**config.mk**
```make
export PLATFORM = sky130hd
export DESIGN_NAME = alu_seq_param
export DESIGN_NICKNAME = d
export VERILOG_FILES = /design/src/rtl/alu_seq_param.sv
export SDC_FILE = /design/constraint.sdc
export NUM_CORES = 1
export LEC_CHECK = 0
export ABC_AREA = 1
export CORE_MARGIN = 2
export CORE_UTILIZATION = 55
export DETAILED_ROUTE_END_ITERATION = 10
export PLACE_DENSITY = 0.75
export SYNTH_ARGS = -nofsm -noshare
export SYNTH_HDL_FRONTEND = slang
export SYNTH_SLANG_ARGS = --single-unit
```
**constraint.sdc**
```tcl
create_clock -name clk -period 3 [get_ports clk]
set_input_delay 0.75 -clock clk [delete_from_list [all_inputs] [get_ports clk]]
set_output_delay 0.75 -clock clk [all_outputs]
set_load 0.02 [all_outputs]
```
**src/rtl/alu_seq_param.sv**
```systemverilog
// alu_seq_param
//   Registered, parametrised ALU with valid/ready handshakes on both sides.
//   Eight operations (XOR, AND, OR, arithmetic shift right, add, multiply,
//   subtract, multiply-by-5) on W-bit two's complement operands, with zero,
//   parity and overflow flags. Multiply is iterative: one shift-add step per
//   cycle on operand magnitudes, sign applied on the final step. Only one
//   operation is in flight at a time.
//
// Ports
//   clk        in   1  rising-edge clock
//   rst_n      in   1  asynchronous active-low reset
//   in_valid   in   1  sel/a/b valid this cycle
//   in_ready   out  1  block accepts an operation this cycle
//   sel        in   3  opcode
//   a, b       in   W  signed operands
//   out_valid  out  1  y/zf/pf/of hold a valid result
//   out_ready  in   1  consumer takes the result this cycle
//   y          out  W  signed result (low W bits of the full-precision value)
//   zf, pf, of out  1  zero, even-parity, signed-overflow flags for y
module alu_seq_param #(
  parameter  int W     = 6,
  localparam int CNT_W = $clog2(W) + 1
) (
  input  logic         clk,
  input  logic         rst_n,
  input  logic         in_valid,
  output logic         in_ready,
  input  logic [2:0]   sel,
  input  logic [W-1:0] a,
  input  logic [W-1:0] b,
  output logic         out_valid,
  input  logic         out_ready,
  output logic [W-1:0] y,
  output logic         zf,
  output logic         pf,
  output logic         of
);

  localparam logic [1:0] ST_IDLE = 2'd0;
  localparam logic [1:0] ST_MUL  = 2'd1;
  localparam logic [1:0] ST_DONE = 2'd2;

  localparam logic [2:0] OP_XOR  = 3'd0;
  localparam logic [2:0] OP_AND  = 3'd1;
  localparam logic [2:0] OP_OR   = 3'd2;
  localparam logic [2:0] OP_SAR  = 3'd3;
  localparam logic [2:0] OP_ADD  = 3'd4;
  localparam logic [2:0] OP_MUL  = 3'd5;
  localparam logic [2:0] OP_SUB  = 3'd6;
  localparam logic [2:0] OP_MUL5 = 3'd7;

  localparam logic [CNT_W-1:0] LAST_STEP = CNT_W'(W - 1);
  // 2^(W-1): largest magnitude a negative W-bit result may have.
  localparam logic [2*W-1:0] HALF_RANGE = {{W{1'b0}}, 1'b1, {(W-1){1'b0}}};

  // Magnitude of a two's complement value; most-negative maps to 2^(W-1).
  function automatic logic [W-1:0] abs_w(input logic [W-1:0] v);
    if (v[W-1]) begin
      return ~v + {{(W-1){1'b0}}, 1'b1};
    end else begin
      return v;
    end
  endfunction

  // Even-parity flag: 1 when v has an even number of ones.
  function automatic logic even_parity(input logic [W-1:0] v);
    return ~(^v);
  endfunction

  logic [1:0]       state_r;
  logic [1:0]       state_nxt_s;
  logic [CNT_W-1:0] cnt_r;
  logic [2*W-1:0]   acc_r;
  logic [2*W-1:0]   mcand_r;
  logic [W-1:0]     mplier_r;
  logic             neg_r;

  logic             accept_s;
  logic             start_mul_s;
  logic             load_alu_s;
  logic             load_mul_s;

  logic [W:0]       add_s;
  logic [W:0]       sub_s;
  logic [W+2:0]     a_ext_s;
  logic [W+2:0]     mul5_s;
  logic [W-1:0]     alu_y_s;
  logic             alu_of_s;

  logic [2*W-1:0]   addend_s;
  logic [2*W-1:0]   acc_nxt_s;
  logic [2*W-1:0]   prod_neg_s;
  logic [W-1:0]     mul_y_s;
  logic             mul_of_s;

  // Input handshake: ready when idle, or when the held result leaves this cycle.
  always_comb begin
    in_ready = 1'b0;
    case (state_r)
      ST_IDLE: in_ready = 1'b1;
      ST_MUL:  in_ready = 1'b0;
      ST_DONE: in_ready = out_ready;
      default: in_ready = 1'b0;
    endcase
  end

  assign accept_s = in_valid & in_ready;

  // Single-cycle operations with their overflow conditions.
  always_comb begin
    add_s    = {a[W-1], a} + {b[W-1], b};
    sub_s    = {a[W-1], a} - {b[W-1], b};
    a_ext_s  = {{3{a[W-1]}}, a};
    mul5_s   = (a_ext_s << 2) + a_ext_s;
    alu_y_s  = {W{1'b0}};
    alu_of_s = 1'b0;
    case (sel)
      OP_XOR: begin
        alu_y_s  = a ^ b;
        alu_of_s = 1'b0;
      end
      OP_AND: begin
        alu_y_s  = a & b;
        alu_of_s = 1'b0;
      end
      OP_OR: begin
        alu_y_s  = a | b;
        alu_of_s = 1'b0;
      end
      OP_SAR: begin
        alu_y_s  = {a[W-1], a[W-1:1]};
        alu_of_s = 1'b0;
      end
      OP_ADD: begin
        alu_y_s  = add_s[W-1:0];
        alu_of_s = add_s[W] ^ add_s[W-1];
      end
      OP_SUB: begin
        alu_y_s  = sub_s[W-1:0];
        alu_of_s = sub_s[W] ^ sub_s[W-1];
      end
      OP_MUL5: begin
        // Representable only if the top four bits are all sign copies.
        alu_y_s  = mul5_s[W-1:0];
        alu_of_s = ~((&mul5_s[W+2:W-1]) | ~(|mul5_s[W+2:W-1]));
      end
      default: begin
        alu_y_s  = {W{1'b0}};
        alu_of_s = 1'b0;
      end
    endcase
  end

  // Multiplier step and final signed result, folded so the last step loads y.
  always_comb begin
    if (mplier_r[0]) begin
      addend_s = mcand_r;
    end else begin
      addend_s = {(2*W){1'b0}};
    end
    acc_nxt_s  = acc_r + addend_s;
    prod_neg_s = ~acc_nxt_s + {{(2*W-1){1'b0}}, 1'b1};
    if (neg_r) begin
      mul_y_s  = prod_neg_s[W-1:0];
      mul_of_s = (acc_nxt_s > HALF_RANGE);
    end else begin
      mul_y_s  = acc_nxt_s[W-1:0];
      mul_of_s = (acc_nxt_s >= HALF_RANGE);
    end
  end

  // Next-state decode and load strobes for the result registers.
  always_comb begin
    state_nxt_s = state_r;
    start_mul_s = 1'b0;
    load_alu_s  = 1'b0;
    load_mul_s  = 1'b0;
    case (state_r)
      ST_IDLE, ST_DONE: begin
        if (accept_s) begin
          if (sel == OP_MUL) begin
            state_nxt_s = ST_MUL;
            start_mul_s = 1'b1;
          end else begin
            state_nxt_s = ST_DONE;
            load_alu_s  = 1'b1;
          end
        end else if ((state_r == ST_DONE) && out_ready) begin
          state_nxt_s = ST_IDLE;
        end else begin
          state_nxt_s = state_r;
        end
      end
      ST_MUL: begin
        if (cnt_r == LAST_STEP) begin
          state_nxt_s = ST_DONE;
          load_mul_s  = 1'b1;
        end else begin
          state_nxt_s = ST_MUL;
        end
      end
      default: begin
        state_nxt_s = ST_IDLE;
      end
    endcase
  end

  // State register and shift-add multiplier datapath.
  always_ff @(posedge clk or negedge rst_n) begin
    if (!rst_n) begin
      state_r  <= ST_IDLE;
      cnt_r    <= {CNT_W{1'b0}};
      acc_r    <= {(2*W){1'b0}};
      mcand_r  <= {(2*W){1'b0}};
      mplier_r <= {W{1'b0}};
      neg_r    <= 1'b0;
    end else begin
      state_r <= state_nxt_s;
      if (start_mul_s) begin
        cnt_r    <= {CNT_W{1'b0}};
        acc_r    <= {(2*W){1'b0}};
        mcand_r  <= {{W{1'b0}}, abs_w(a)};
        mplier_r <= abs_w(b);
        neg_r    <= a[W-1] ^ b[W-1];
      end else if (state_r == ST_MUL) begin
        cnt_r    <= cnt_r + {{(CNT_W-1){1'b0}}, 1'b1};
        acc_r    <= acc_nxt_s;
        mcand_r  <= mcand_r << 1;
        mplier_r <= mplier_r >> 1;
      end else begin
        cnt_r    <= cnt_r;
        acc_r    <= acc_r;
        mcand_r  <= mcand_r;
        mplier_r <= mplier_r;
      end
    end
  end

  // Result and flag registers; held unchanged until the next load.
  always_ff @(posedge clk or negedge rst_n) begin
    if (!rst_n) begin
      y         <= {W{1'b0}};
      zf        <= 1'b0;
      pf        <= 1'b0;
      of        <= 1'b0;
      out_valid <= 1'b0;
    end else begin
      out_valid <= (state_nxt_s == ST_DONE);
      if (load_alu_s) begin
        y  <= alu_y_s;
        zf <= (alu_y_s == {W{1'b0}});
        pf <= even_parity(alu_y_s);
        of <= alu_of_s;
      end else if (load_mul_s) begin
        y  <= mul_y_s;
        zf <= (mul_y_s == {W{1'b0}});
        pf <= even_parity(mul_y_s);
        of <= mul_of_s;
      end else begin
        y  <= y;
        zf <= zf;
        pf <= pf;
        of <= of;
      end
    end
  end

endmodule

```
==> summary.txt <==
Slew HR = 0.524
Number of synthesized register bits = 47
Clock Latency Late Sink = 0.30 ns
Post-DP Area = 0.00526 mm²
Worst slack, placed = -0.513 ns
Synthesized cell area = 0.00429 mm²
Setup ws final = 0.0686 ns
Post-synth cell types = 37
Clk slew on worst S/H paths = 0.09 ns
Port Buffers = 29
Initial Util = 0.561
Hold crit path type = in2async
Synth warnings = 0
H-tree levels = 2
Final WL = 12.4 mm
Critical path endpoint category = register
Crit path kind = in2reg
Pin count of the biggest net entering global routing = 32
Cell Pwr Density = 677 mW/mm²
Clock Path Buffers = 2
CP startpoint kind = primary input
Synth-to-layout area growth = 30.2%
CTS root buf = clkbuf_8
CTS sink count = 47
Layout cell share with drive strength beyond 1 = 0.191
Drt drc = 0
Final Max Tran Viols = 0
Worst r2r src = mplier_r[0]$_DFFE_PN0P_
Rows = 32
Most frequent cells in the layout = 195 x nand2_1, 98 x inv_1, 89 x buf_4
Status = complete, no violations
DRT Pass-1 Iters = 5
Final hold vios = 0
CORE AREA = 0.00765 mm²
Worst EP arrival = 3.12 ns
R2R Setup Slk = 0.13 ns
Most common cell after layout, fill and taps aside = nand2_1
Antenna violations before repair = 0
GRT overflow = 0
Drt wl/cell = 14.5 µm
Final Critical Period = 2.93 ns
Avg Cell Area, Syn = 6.77 µm²
Num CTS Buffers = 5
Clock Skews = 0.0107 ns
Horiz. Die Dim = 92.3 µm
Final net count = 819
Post-route ant nets = 0
Final setup fails = 0
TritonCTS clock tree = done
LEAKAGE = 3.04 nW
Slew @ Worst Pin = 0.713 ns
Routability cong. = 0.946
Max-Cap Viols = 0
Via density = 5.36
First-pass GRT wire length = 20.4 mm
Dpl hpwl = 9.77 mm
Die extent in y = 92.3 µm
Post-synthesis sequential area ratio = 0.274
Vias in the first global route = 4504
Critical path launch point = a[2]
Routed vias = 4580
Boundary Pins = 30
DR iter-0 viols = 191
Design Area, Final = 0.00559 mm²
Crit Path Max Fanout = 4
Total GRT Usage = 0.294
Syn_nets = 702
Mapped Cells = 634
Hold_ws = 0.494 ns
Crit path required time = 3.19 ns
Final Cycle Share = 0.977
Die area = 0.00852 mm²
VDD IR-drop max = 0.000458 V
ANT cells = 0
Fmax = 341 MHz
Setup tns final = 0 ns
-- flip-flops by register name (all words and copies together), names as in the netlist --
name,flops
state_r,2
of,1
out_valid,1
mcand_r,12
cnt_r,4
mplier_r,6
neg_r,1
y,6
pf,1
acc_r,12
zf,1
-- cell usage after synthesis --
cell type | number | area share
buf_6 | 1 | 0.0026
o2111ai_1 | 1 | 0.0020
nor3_1 | 5 | 0.0058
o21bai_1 | 2 | 0.0035
fa_1 | 4 | 0.019
o221ai_1 | 5 | 0.010
inv_2 | 4 | 0.0035
o21ai_0 | 31 | 0.036
o21a_1 | 1 | 0.0018
nand4_1 | 9 | 0.013
or2_2 | 2 | 0.0029
a21o_1 | 1 | 0.0018
xor2_1 | 8 | 0.016
a22oi_1 | 2 | 0.0035
nor2_2 | 1 | 0.0015
xnor2_1 | 6 | 0.012
o311ai_1 | 1 | 0.0020
and2_2 | 1 | 0.0018
a22o_1 | 5 | 0.010
nor3_2 | 2 | 0.0047
o22ai_1 | 9 | 0.013
o311ai_0 | 1 | 0.0020
inv_1 | 105 | 0.092
nand3_1 | 55 | 0.064
o211ai_1 | 9 | 0.016
nor2_4 | 2 | 0.0053
dfrtp_1 | 47 | 0.27
nand3b_1 | 5 | 0.0088
nand2_1 | 196 | 0.17
buf_2 | 3 | 0.0035
clkinv_1 | 1 | 0.00087
a31oi_1 | 2 | 0.0029
nor2_1 | 38 | 0.033
a21oi_1 | 18 | 0.021
a211oi_1 | 1 | 0.0018
ha_1 | 45 | 0.13
clkbuf_1 | 5 | 0.0044
-- stage by stage --
step,cells,util,power [mW]
after floorplan,634,-,2.42
after global placement,836,0.688,3.01
after detailed placement,836,0.688,3.11
after CTS,846,0.708,3.55
after global routing,854,0.730,4.11
final,854,0.730,3.78
-- what timing repair did --
action	CTS	global route
pin swaps	5	19
buffers inserted	2	8
setup endpoints to repair	1	1
resized for setup	17	38
hold buffers	0	0
-- report_power, final --
group / switching (mW) / leakage [nW] / internal [mW]
clock: 0.214 / 0.0505 / 0.210
combinational: 1.34 / 2.39 / 1.00
sequential: 0.161 / 0.604 / 0.855
total: 1.71 / 3.04 / 2.07
-- final timing paths --
kind,cells after the start,endpoint
min in group clk,2,mcand_r[11]$_DFFE_PN0P_
max in group asynchronous,2,acc_r[0]$_DFFE_PN0P_
min reg2reg,2,mcand_r[11]$_DFFE_PN0P_
max reg2reg,14,pf$_DFFE_PN0P_
max,14,pf$_DFFE_PN0P_
min,1,cnt_r[0]$_DFFE_PN0P_
-- critical path, stage by stage --
cell	delay [ns]
clkbuf_2	0.11
ha_2	0.20
fa_1	0.49
a22oi_1	0.29
o211ai_1	0.20
a21oi_1	0.18
nand2_1	0.10
inv_2	0.08
ha_4	0.20
xnor2_2	0.13
xnor2_1	0.16
a21oi_1	0.08
o21ai_1	0.09
nand2_1	0.06
-- per-layer routing --
layer,global-route usage,vias up,wire length [µm],share of wire
li1,-,2284,-,-
met1,0.369,2149,5370,0.43
met2,0.528,123,6200,0.50
met3,0.0301,24,450,0.036
met4,0.0945,0,334,0.027
met5,0,-,0,0
-- cell families (layout without fill, tap and decap cells) --
| logic type | after synthesis | count (layout) | share of synthesized area |
|---|---|---|---|
| simple gates | 316 | 316 | 0.313 |
| buf+inv | 119 | 237 | 0.107 |
| compound gates | 89 | 89 | 0.128 |
| fa+ha+maj | 49 | 49 | 0.150 |
| flops | 47 | 47 | 0.274 |
| xor+xnor | 14 | 14 | 0.0286 |
-- cell type report --
type | count | area [µm²]
Timing Repair Buffer | 119 | 968
Clock inverter | 1 | 7.51
Tap cell | 102 | 128
Multi-Input combinational cell | 468 | 2800
Fill cell | 628 | 2060
Inverter | 110 | 413
Clock buffer | 7 | 96.3
Sequential cell | 47 | 1180
Power figures use the tool's default switching activity.
